**config.mk**
```make
export PLATFORM = sky130hd
export DESIGN_NAME = serial_sub_16bit_flat
export DESIGN_NICKNAME = d
export VERILOG_FILES = /design/src/rtl/serial_sub_16bit_if.sv /design/src/rtl/serial_sub_16bit.sv /design/src/flat_wrapper.sv
export SDC_FILE = /design/constraint.sdc
export NUM_CORES = 1
export LEC_CHECK = 0
export BUFFER_PORTS_ARGS = -buffer_cell sky130_fd_sc_hd__buf_2
export CELL_PAD_IN_SITES_DETAIL_PLACEMENT = 1
export CELL_PAD_IN_SITES_GLOBAL_PLACEMENT = 1
export CORE_MARGIN = 2
export CORE_UTILIZATION = 35
export CTS_BUF_LIST = sky130_fd_sc_hd__clkbuf_4
export DETAILED_ROUTE_END_ITERATION = 7
export GPL_TIMING_DRIVEN = 0
export PLACE_DENSITY = 0.74
export SYNTH_ARGS = -nofsm -noshare
export SYNTH_HDL_FRONTEND = slang
export SYNTH_SLANG_ARGS = --single-unit
```
**constraint.sdc**
```tcl
create_clock -name clk -period 1.89 [get_ports clk]
set_input_delay 0.0945 -clock clk [delete_from_list [all_inputs] [get_ports clk]]
set_output_delay 0.0945 -clock clk [all_outputs]
set_load 0.05 [all_outputs]
```
**src/rtl/serial_sub_16bit_if.sv**
```systemverilog
// Handshake and operand/result bundle for the bit-serial 16-bit subtractor.
// Define SERIAL_SUB_OVF_EN to add the signed-overflow flag.
interface serial_sub_16bit_if;
  logic        start;
  logic [15:0] d_1;
  logic [15:0] d_2;
  logic        busy;
  logic        done;
  logic [15:0] Diff;
  logic        Bout;
`ifdef SERIAL_SUB_OVF_EN
  logic        ovf;
`endif

  modport master (
    output start, d_1, d_2,
    input  busy, done, Diff, Bout
`ifdef SERIAL_SUB_OVF_EN
    , input ovf
`endif
  );

  modport slave (
    input  start, d_1, d_2,
    output busy, done, Diff, Bout
`ifdef SERIAL_SUB_OVF_EN
    , output ovf
`endif
  );
endinterface

```
**src/rtl/serial_sub_16bit.sv**
```systemverilog
// Bit-serial 16-bit subtractor: d_1 - d_2, LSB first, one full-adder cell per clock.
// Define SERIAL_SUB_OVF_EN to add the signed-overflow output and its sign-bit flops.
module serial_sub_16bit (
  input logic             clk,
  input logic             rst,
  serial_sub_16bit_if.slave bus
);

  typedef enum logic [1:0] {IDLE, RUN, DONE} state_t;

  state_t      r_state;
  logic [15:0] r_aSh;
  logic [15:0] r_bSh;
  logic [15:0] r_diff;
  logic [3:0]  r_cnt;
  logic        r_carry;
  logic        r_bout;
  logic        r_busy;
  logic        r_done;
  logic        w_sum;
  logic        w_carryNext;
`ifdef SERIAL_SUB_OVF_EN
  logic        r_signA;
  logic        r_signB;
  logic        r_ovf;
`endif

  // Subtraction as a + ~b + 1: the carry starts at 1 and a final carry of 0 means a borrow.
  assign w_sum       = r_aSh[0] ^ ~r_bSh[0] ^ r_carry;
  assign w_carryNext = (r_aSh[0] & ~r_bSh[0]) | ((r_aSh[0] ^ ~r_bSh[0]) & r_carry);

  always_ff @(posedge clk or posedge rst) begin
    if (rst) begin
      r_state <= IDLE;
      r_aSh   <= 16'h0000;
      r_bSh   <= 16'h0000;
      r_diff  <= 16'h0000;
      r_cnt   <= 4'd0;
      r_carry <= 1'b0;
      r_bout  <= 1'b0;
      r_busy  <= 1'b0;
      r_done  <= 1'b0;
`ifdef SERIAL_SUB_OVF_EN
      r_signA <= 1'b0;
      r_signB <= 1'b0;
      r_ovf   <= 1'b0;
`endif
    end else begin
      case (r_state)
        IDLE: begin
          r_done <= 1'b0;
          if (bus.start) begin
            r_aSh   <= bus.d_1;
            r_bSh   <= bus.d_2;
            r_carry <= 1'b1;
            r_cnt   <= 4'd0;
            r_busy  <= 1'b1;
            r_state <= RUN;
`ifdef SERIAL_SUB_OVF_EN
            r_signA <= bus.d_1[15];
            r_signB <= bus.d_2[15];
`endif
          end
        end
        RUN: begin
          r_diff  <= {w_sum, r_diff[15:1]};
          r_aSh   <= {1'b0, r_aSh[15:1]};
          r_bSh   <= {1'b0, r_bSh[15:1]};
          r_carry <= w_carryNext;
          r_cnt   <= r_cnt + 4'd1;
          // The last bit's sum is the result sign, so overflow uses w_sum directly.
          if (r_cnt == 4'd15) begin
            r_state <= DONE;
            r_busy  <= 1'b0;
            r_done  <= 1'b1;
            r_bout  <= ~w_carryNext;
`ifdef SERIAL_SUB_OVF_EN
            r_ovf   <= (r_signA != r_signB) & (w_sum != r_signA);
`endif
          end
        end
        DONE: begin
          r_done  <= 1'b0;
          r_state <= IDLE;
        end
        default: begin
          r_busy  <= 1'b0;
          r_done  <= 1'b0;
          r_state <= IDLE;
        end
      endcase
    end
  end

  assign bus.busy = r_busy;
  assign bus.done = r_done;
  assign bus.Diff = r_diff;
  assign bus.Bout = r_bout;
`ifdef SERIAL_SUB_OVF_EN
  assign bus.ovf  = r_ovf;
`endif

endmodule

```
**src/flat_wrapper.sv**
```systemverilog
// flat-port wrapper written by rule: the top's interface ports become plain ports
module serial_sub_16bit_flat 
  (clk, rst, bus_start, bus_d_1, bus_d_2, bus_busy, bus_done, bus_Diff, bus_Bout);
  serial_sub_16bit_if bus_i ();
  input logic clk;
  input logic rst;
  input wire logic [$bits(bus_i.start)-1:0] bus_start;
  input wire logic [$bits(bus_i.d_1)-1:0] bus_d_1;
  input wire logic [$bits(bus_i.d_2)-1:0] bus_d_2;
  output wire logic [$bits(bus_i.busy)-1:0] bus_busy;
  output wire logic [$bits(bus_i.done)-1:0] bus_done;
  output wire logic [$bits(bus_i.Diff)-1:0] bus_Diff;
  output wire logic [$bits(bus_i.Bout)-1:0] bus_Bout;
  assign bus_i.start = bus_start;
  assign bus_i.d_1 = bus_d_1;
  assign bus_i.d_2 = bus_d_2;
  assign bus_busy = bus_i.busy;
  assign bus_done = bus_i.done;
  assign bus_Diff = bus_i.Diff;
  assign bus_Bout = bus_i.Bout;
  serial_sub_16bit u_core (.clk(clk), .rst(rst), .bus(bus_i));
endmodule
```
==> results.ini, run 1 <==
[global_route]
grt_pass1_vias=2676
grtUsageTotal_pct=18.5
grt_max_degree=39
grt_pass1_wl_um=12500
antenna_found_initial=0
grt_overflow=0

[clocking]
cts_tree=yes
clk_latency_ns=0.40
postCtsHoldBufs=29
clock-sinks=58
ctsResizeCount=0
cts_buffers=9
h-tree-depth=3
post_cts.repair.setup_buffers=0
cts_buffer_depth=2
cts_root_buf=clkbuf_4
path_clk_slew_ns=0.10

[power]
swShare_pct=46.7
irDropWorstVdd_mv=0.784
p_leak_nw=1.69
power_frac_comb_pct=48.1
intPower_w=0.00301
p_sw_w=0.00264
p_per_area_nw_per_um2=1600
power_frac_seq_pct=39.3
fin_total_pwr_w=0.00566
power.share.clock_pct=12.6

[synth]
synth.net_count=324
ys_seq_elements=58
synth_top_area_share_pct=53.0
yosys.area.top_type=dfrtp_1
avgSynthCellArea_um2=9.55
synth.yosys.seq_area_share_pct=53.0
synthCells=287
synthDistinctLibCells=28
yosys_warnings=0
synth_area_um2=2740
synth_area_leaders=dfrtp_1 53%, a22oi_1 8.2%, nand2_1 7.1%

[min_path]
whs_path_depth=3
hp-class=in -> reg

[sta]
clock_skew_ns=0.00855
final-setup-viol-count=0
setup_slack_ns=0.535
finalMaxSlewViolations=0
rsz0062_at_grt=no
fmax_mhz=738
fin_crit_ns=1.35
max_slew_margin_pct=67.3
whs_ns=-0.00134
finalHoldViolCount=1
fin_crit_sh_pct=71.7
worstMarginPinSlew_ns=0.491

[critical_path]
rrSetupSlack_ns=0.54
critical_path_class=reg -> reg
crit_arrival_ns=1.68
ff2ff_path_depth=4
crit_required_ns=2.21
startpoint_type=flip-flop
cp-end-kind=flip-flop
crit_fanout=10

[routing]
drc=0
dr.first_iter.drc_count=81
drt-vias-per-instance=5.03
postRouteAntennaNets=0
wire_per_inst_um=15.1
route.final.wire_length_um=7380
drt_pass1_iterations=4
vias=2448

[finish]
drive_gt1_share_pct=21.8
n_antenna_cell=0
final_common_cell=buf_2
syn_to_final_growth_pct=29.2
postLayoutCoreUtil_pct=46.3
layout_common_cells=59 x buf_2, 58 x dfrtp_1, 52 x nand2_1, 32 x a21oi_1
final_cells=487
nNetsFinal=418

[placement]
io_buffers=53
routabilityCongestion=0.707
post-place-ws_ns=0.553
dp.cells=443
dpl.hpwl_um=4890

[floorplan]
initial_core_util_pct=35.8
die_w_um=92.5
core_area_um2=7650
num_io_pins=54
num_rows=32
dieArea_um2=8550
fp.dieH_um=92.5

[run_status]
outcome=finished, violations left
violations=hold timing

[job]
drv_cap=0

==> cell families after synthesis <==
kind of cell             after synthesis  share of synthesized area, %
flip-flops                            58                          53.0
AO/OA/AOI/OAI                        105                          22.8
AND/OR/NAND/NOR                       97                          17.4
adder cells (fa/ha/maj)                2                          1.19
multiplexers                           1                         0.411
buffers and inverters                 24                          5.21
==> state kept, by name, summed over array words and instances (netlist names) <==
name / cells
u_core.bus.Diff: 16
u_core.r_aSh: 16
u_core.r_bSh: 16
u_core.r_cnt: 4
u_core.r_state: 2
u_core.bus.Bout: 1
u_core.bus.busy: 1
u_core.bus.done: 1
u_core.r_carry: 1
==> final cells by class <==
type | count | area, µm²
Buffer | 22 | 135
Clock buffer | 10 | 75.1
Clock inverter | 5 | 22.5
Fill cell | 925 | 4110
Inverter | 2 | 7.51
Multi-Input combinational cell | 205 | 1150
Sequential cell | 58 | 1450
Tap cell | 102 | 128
Timing Repair Buffer | 83 | 576
==> final timing paths <==
kind | end | from
worst min-delay path | u_core.r_aSh[7]$_DFFE_PP0P_ | bus_d_1[7]
worst min register to register | u_core.bus.Diff[0]$_DFFE_PP0P_ | u_core.bus.Diff[0]$_DFFE_PP0P_
worst max-delay path | u_core.r_aSh[7]$_DFFE_PP0P_ | u_core.r_state[0]$_DFFE_PP0P_
min in group asynchronous | u_core.bus.Diff[9]$_DFFE_PP0P_ | rst
worst max register to register | u_core.r_aSh[7]$_DFFE_PP0P_ | u_core.r_state[0]$_DFFE_PP0P_
max in group asynchronous | u_core.r_aSh[1]$_DFFE_PP0P_ | rst
==> per-stage QoR <==
| step | hold WS (ns) | cell area [µm²] | TNS (ns) |
|---|---|---|---|
| floorplan | 0.269 | 2740 | 0 |
| global placement | 0.364 | 3130 | -26.34 |
| detailed placement | 0.149 | 3150 | 0 |
| CTS | 0.000372 | 3540 | 0 |
| global route | 0.00568 | 3540 | 0 |
| finish | -0.00134 | 3540 | 0 |
==> power groups by stage <==
stage | Combinational [W] | Clock, W | Sequential, W
3_5_place_dp | 0.00272 | 0 | 0.00223
6_report | 0.00272 | 0.000713 | 0.00222
5_1_grt | 0.00304 | 0.000788 | 0.00230
4_1_cts | 0.00277 | 0.000732 | 0.00222
2_1_floorplan | 0.00142 | 0 | 0.00277
3_3_place_gp | 0.00261 | 0 | 0.00220
==> synthesized netlist by cell type <==
| library cell | n |
|---|---|
| dfrtp_1 | 58 |
| nand2_1 | 52 |
| a21oi_1 | 32 |
| a22oi_1 | 30 |
| o21ai_1 | 30 |
| nor2b_1 | 24 |
| and2b_1 | 9 |
| clkbuf_1 | 8 |
| nor2_1 | 7 |
| buf_2 | 6 |
| o21ai_0 | 5 |
| buf_4 | 4 |
| buf_6 | 4 |
| a22o_1 | 2 |
| inv_1 | 2 |
| nand3_1 | 2 |
| a2bb2oi_1 | 1 |
| a31oi_1 | 1 |
| a41oi_1 | 1 |
| and3_1 | 1 |
| fa_1 | 1 |
| ha_1 | 1 |
| mux2_2 | 1 |
| nand2b_4 | 1 |
| nand3b_1 | 1 |
| o21bai_1 | 1 |
| o22a_1 | 1 |
| o31ai_1 | 1 |
==> critical path, cell delays in order (launching register included) <==
cell and delay (ns):
dfrtp_1 0.38, nor2b_1 0.23, clkbuf_1 0.42, a22oi_1 0.13, o21ai_1 0.12
==> metal layers <==
metal / vias to the layer above / part of all wire [%] / global-route usage, %
met5: - / 0 / 0
met4: 0 / 1.1 / 5.97
met3: 9 / 4.0 / 3.34
met2: 48 / 50 / 32.7
met1: 1208 / 45 / 22.7
li1: 1183 / - / -
Note: power is estimated with default switching activity, not from simulation.
==> run 2, diff against run 1 <==
Settings changed: PLACE_DENSITY 0.74 to 0.77.
Clock period 1.89 ns to 1.19 ns, I/O delays scaled along.
==> results.ini, run 2 (same netlist as run 1, synthesis figures left out) <==
[finish]
nNetsFinal=435
fillers=855
n_antenna_cell=0
layout_common_cells=58 x dfrtp_1, 46 x buf_2, 43 x nand2_1, 33 x o21ai_1, 33 x dlygate4sd3_1
syn_to_final_growth_pct=51.9
drive_gt1_share_pct=37.7
final_common_cell=dfrtp_1
final_area_um2=4160

[clocking]
clk_latency_ns=0.41
clock-sinks=58
cts_buffers=9
cts_buffer_depth=2
cts_root_buf=clkbuf_4
h-tree-depth=3
path_clk_slew_ns=0.10
cts_tree=yes

[global_route]
grt_pass1_wl_um=12700
grt_max_degree=59
antenna_found_initial=0
grtUsageTotal_pct=18.6
grt_pass1_vias=2707
grt_overflow=0

[min_path]
hp-class=in -> reg

[floorplan]
die_w_um=92.5
initial_core_util_pct=35.8
num_rows=32
dieArea_um2=8550
core_area_um2=7650
num_io_pins=54
fp.dieH_um=92.5

[routing]
wire_per_inst_um=16.5
drt-vias-per-instance=5.07
dr.first_iter.drc_count=85
drt_pass1_iterations=4
route.final.wire_length_um=8350
vias=2561
postRouteAntennaNets=0
drc=0

[power]
p_per_area_nw_per_um2=2590
irDropWorstVdd_mv=1.77
p_leak_nw=1.93

[run_status]
violations=setup timing
outcome=finished, violations left

[sta]
setup_slack_ns=-0.0343
rsz0062_at_grt=yes
max_slew_margin_pct=67.5
fin_crit_ns=1.22
clock_skew_ns=0.00816
fmax_mhz=817
worstMarginPinSlew_ns=0.487
final-setup-viol-count=6
fin_crit_sh_pct=103
finalHoldViolCount=0
tns_ns=-0.0992
finalMaxSlewViolations=0

[critical_path]
crit_fanout=8
worstPathCellList=nor2b_2 > buf_6 > clkbuf_16 > a21oi_4 > o21ai_1
crit_required_ns=1.53
worst_path_max_delay_cell=dfrtp_1
startpoint_type=flip-flop
cp-end-kind=flip-flop
crit_arrival_ns=1.56
slowest_delay_ns=0.45
crit_buf_inv=2
critical_path_class=reg -> reg
crit_family=flip-flops

[placement]
routabilityCongestion=0.727
dpl.hpwl_um=4740
io_buffers=53
dpl_cell_area_um2=3140

[job]
drv_cap=0

==> run 2: cell types whose count changed in the layout (fill, tap and decap cells not counted), moves of 6 or more <==
cell      change
a21oi_2       +8
a21oi_1      -13
buf_2        -13
a22oi_1      -14
a22oi_2      +14
clkbuf_4      +9
buf_4         +7
nand2_2       +6
nand2_1       -9
buf_8         +6
==> run 2: per-layer routing <==
metal  up-vias  part of all wire [%]  track usage, %
li1       1217                     -               -
met1      1276                    43            22.6
met2        56                    52            32.7
met3        12                   4.3            5.37
met4         0                  0.91            4.35
met5         -                     0               0
==> run 2: worst paths after layout <==
path,from,cells after the start,slack [ns],endpoint
setup / recovery,u_core.r_state[1]$_DFFE_PP0P_,5,-0.03,u_core.r_bSh[8]$_DFFE_PP0P_
hold / removal,bus_start,4,0.10,u_core.r_bSh[12]$_DFFE_PP0P_
setup reg to reg,u_core.r_state[1]$_DFFE_PP0P_,5,-0.03,u_core.r_bSh[8]$_DFFE_PP0P_
hold reg to reg,u_core.bus.done$_DFFE_PP0P_,2,0.50,u_core.bus.done$_DFFE_PP0P_
max in group asynchronous,rst,4,0.43,u_core.r_bSh[15]$_DFFE_PP0P_
min in group asynchronous,rst,3,0.21,u_core.bus.Diff[9]$_DFFE_PP0P_
==> run 2: power breakdown <==
group          internal (W)  leakage [nW]  total [W]  switching [W]
logic               0.00243          1.11    0.00571        0.00328
clock network      0.000649        0.0759    0.00140       0.000751
registers           0.00285         0.745    0.00366       0.000815
total               0.00593          1.93     0.0108        0.00484
==> run 2: repair_timing <==
action / CTS / global route
buffers inserted: 4 / 5
endpoints found under the setup margin: 48 / 60
hold buffers: 32 / 1
endpoints found under the hold margin: 62 / 20
pin swaps: 1 / 33
gates resized for setup: 22 / 85
gates cloned: 0 / 4
==> run 2: cell type report <==
| type | count | area [µm²] | area share, % |
|---|---|---|---|
| sequential | 58 | 1450 | 34.9 |
| inverter | 2 | 11.3 | 0.271 |
| clock inverter | 6 | 57.6 | 1.38 |
| clock buffer | 10 | 75.1 | 1.80 |
| buffer | 22 | 218 | 5.23 |
| tap | 102 | 128 | 3.07 |
| timing repair buffer | 100 | 821 | 19.7 |
| multi-input combinational | 205 | 1400 | 33.7 |
==> run 2: metrics by stage <==
step / std cells / util (%) / setup slack, ns / total power, W / hold slack [ns]
after CTS: 494 / 48.3 / -0.0202 / 0.00966 / -0.00808
after detailed placement: 442 / 41.0 / -0.183 / 0.00781 / 0.341
after floorplan: 287 / - / 0.0235 / 0.00665 / 0.153
after global routing: 505 / 54.4 / -0.0809 / 0.0115 / 0.128
final: 505 / 54.4 / -0.0343 / 0.0108 / 0.101
after global placement: 442 / 41.0 / -0.101 / 0.00763 / 0.328
==> run 2: worst reg2reg max path: stages (launching register included) <==
cell	delay, ns
dfrtp_1	0.45
nor2b_2	0.15
buf_6	0.18
clkbuf_16	0.17
a21oi_4	0.05
o21ai_1	0.16
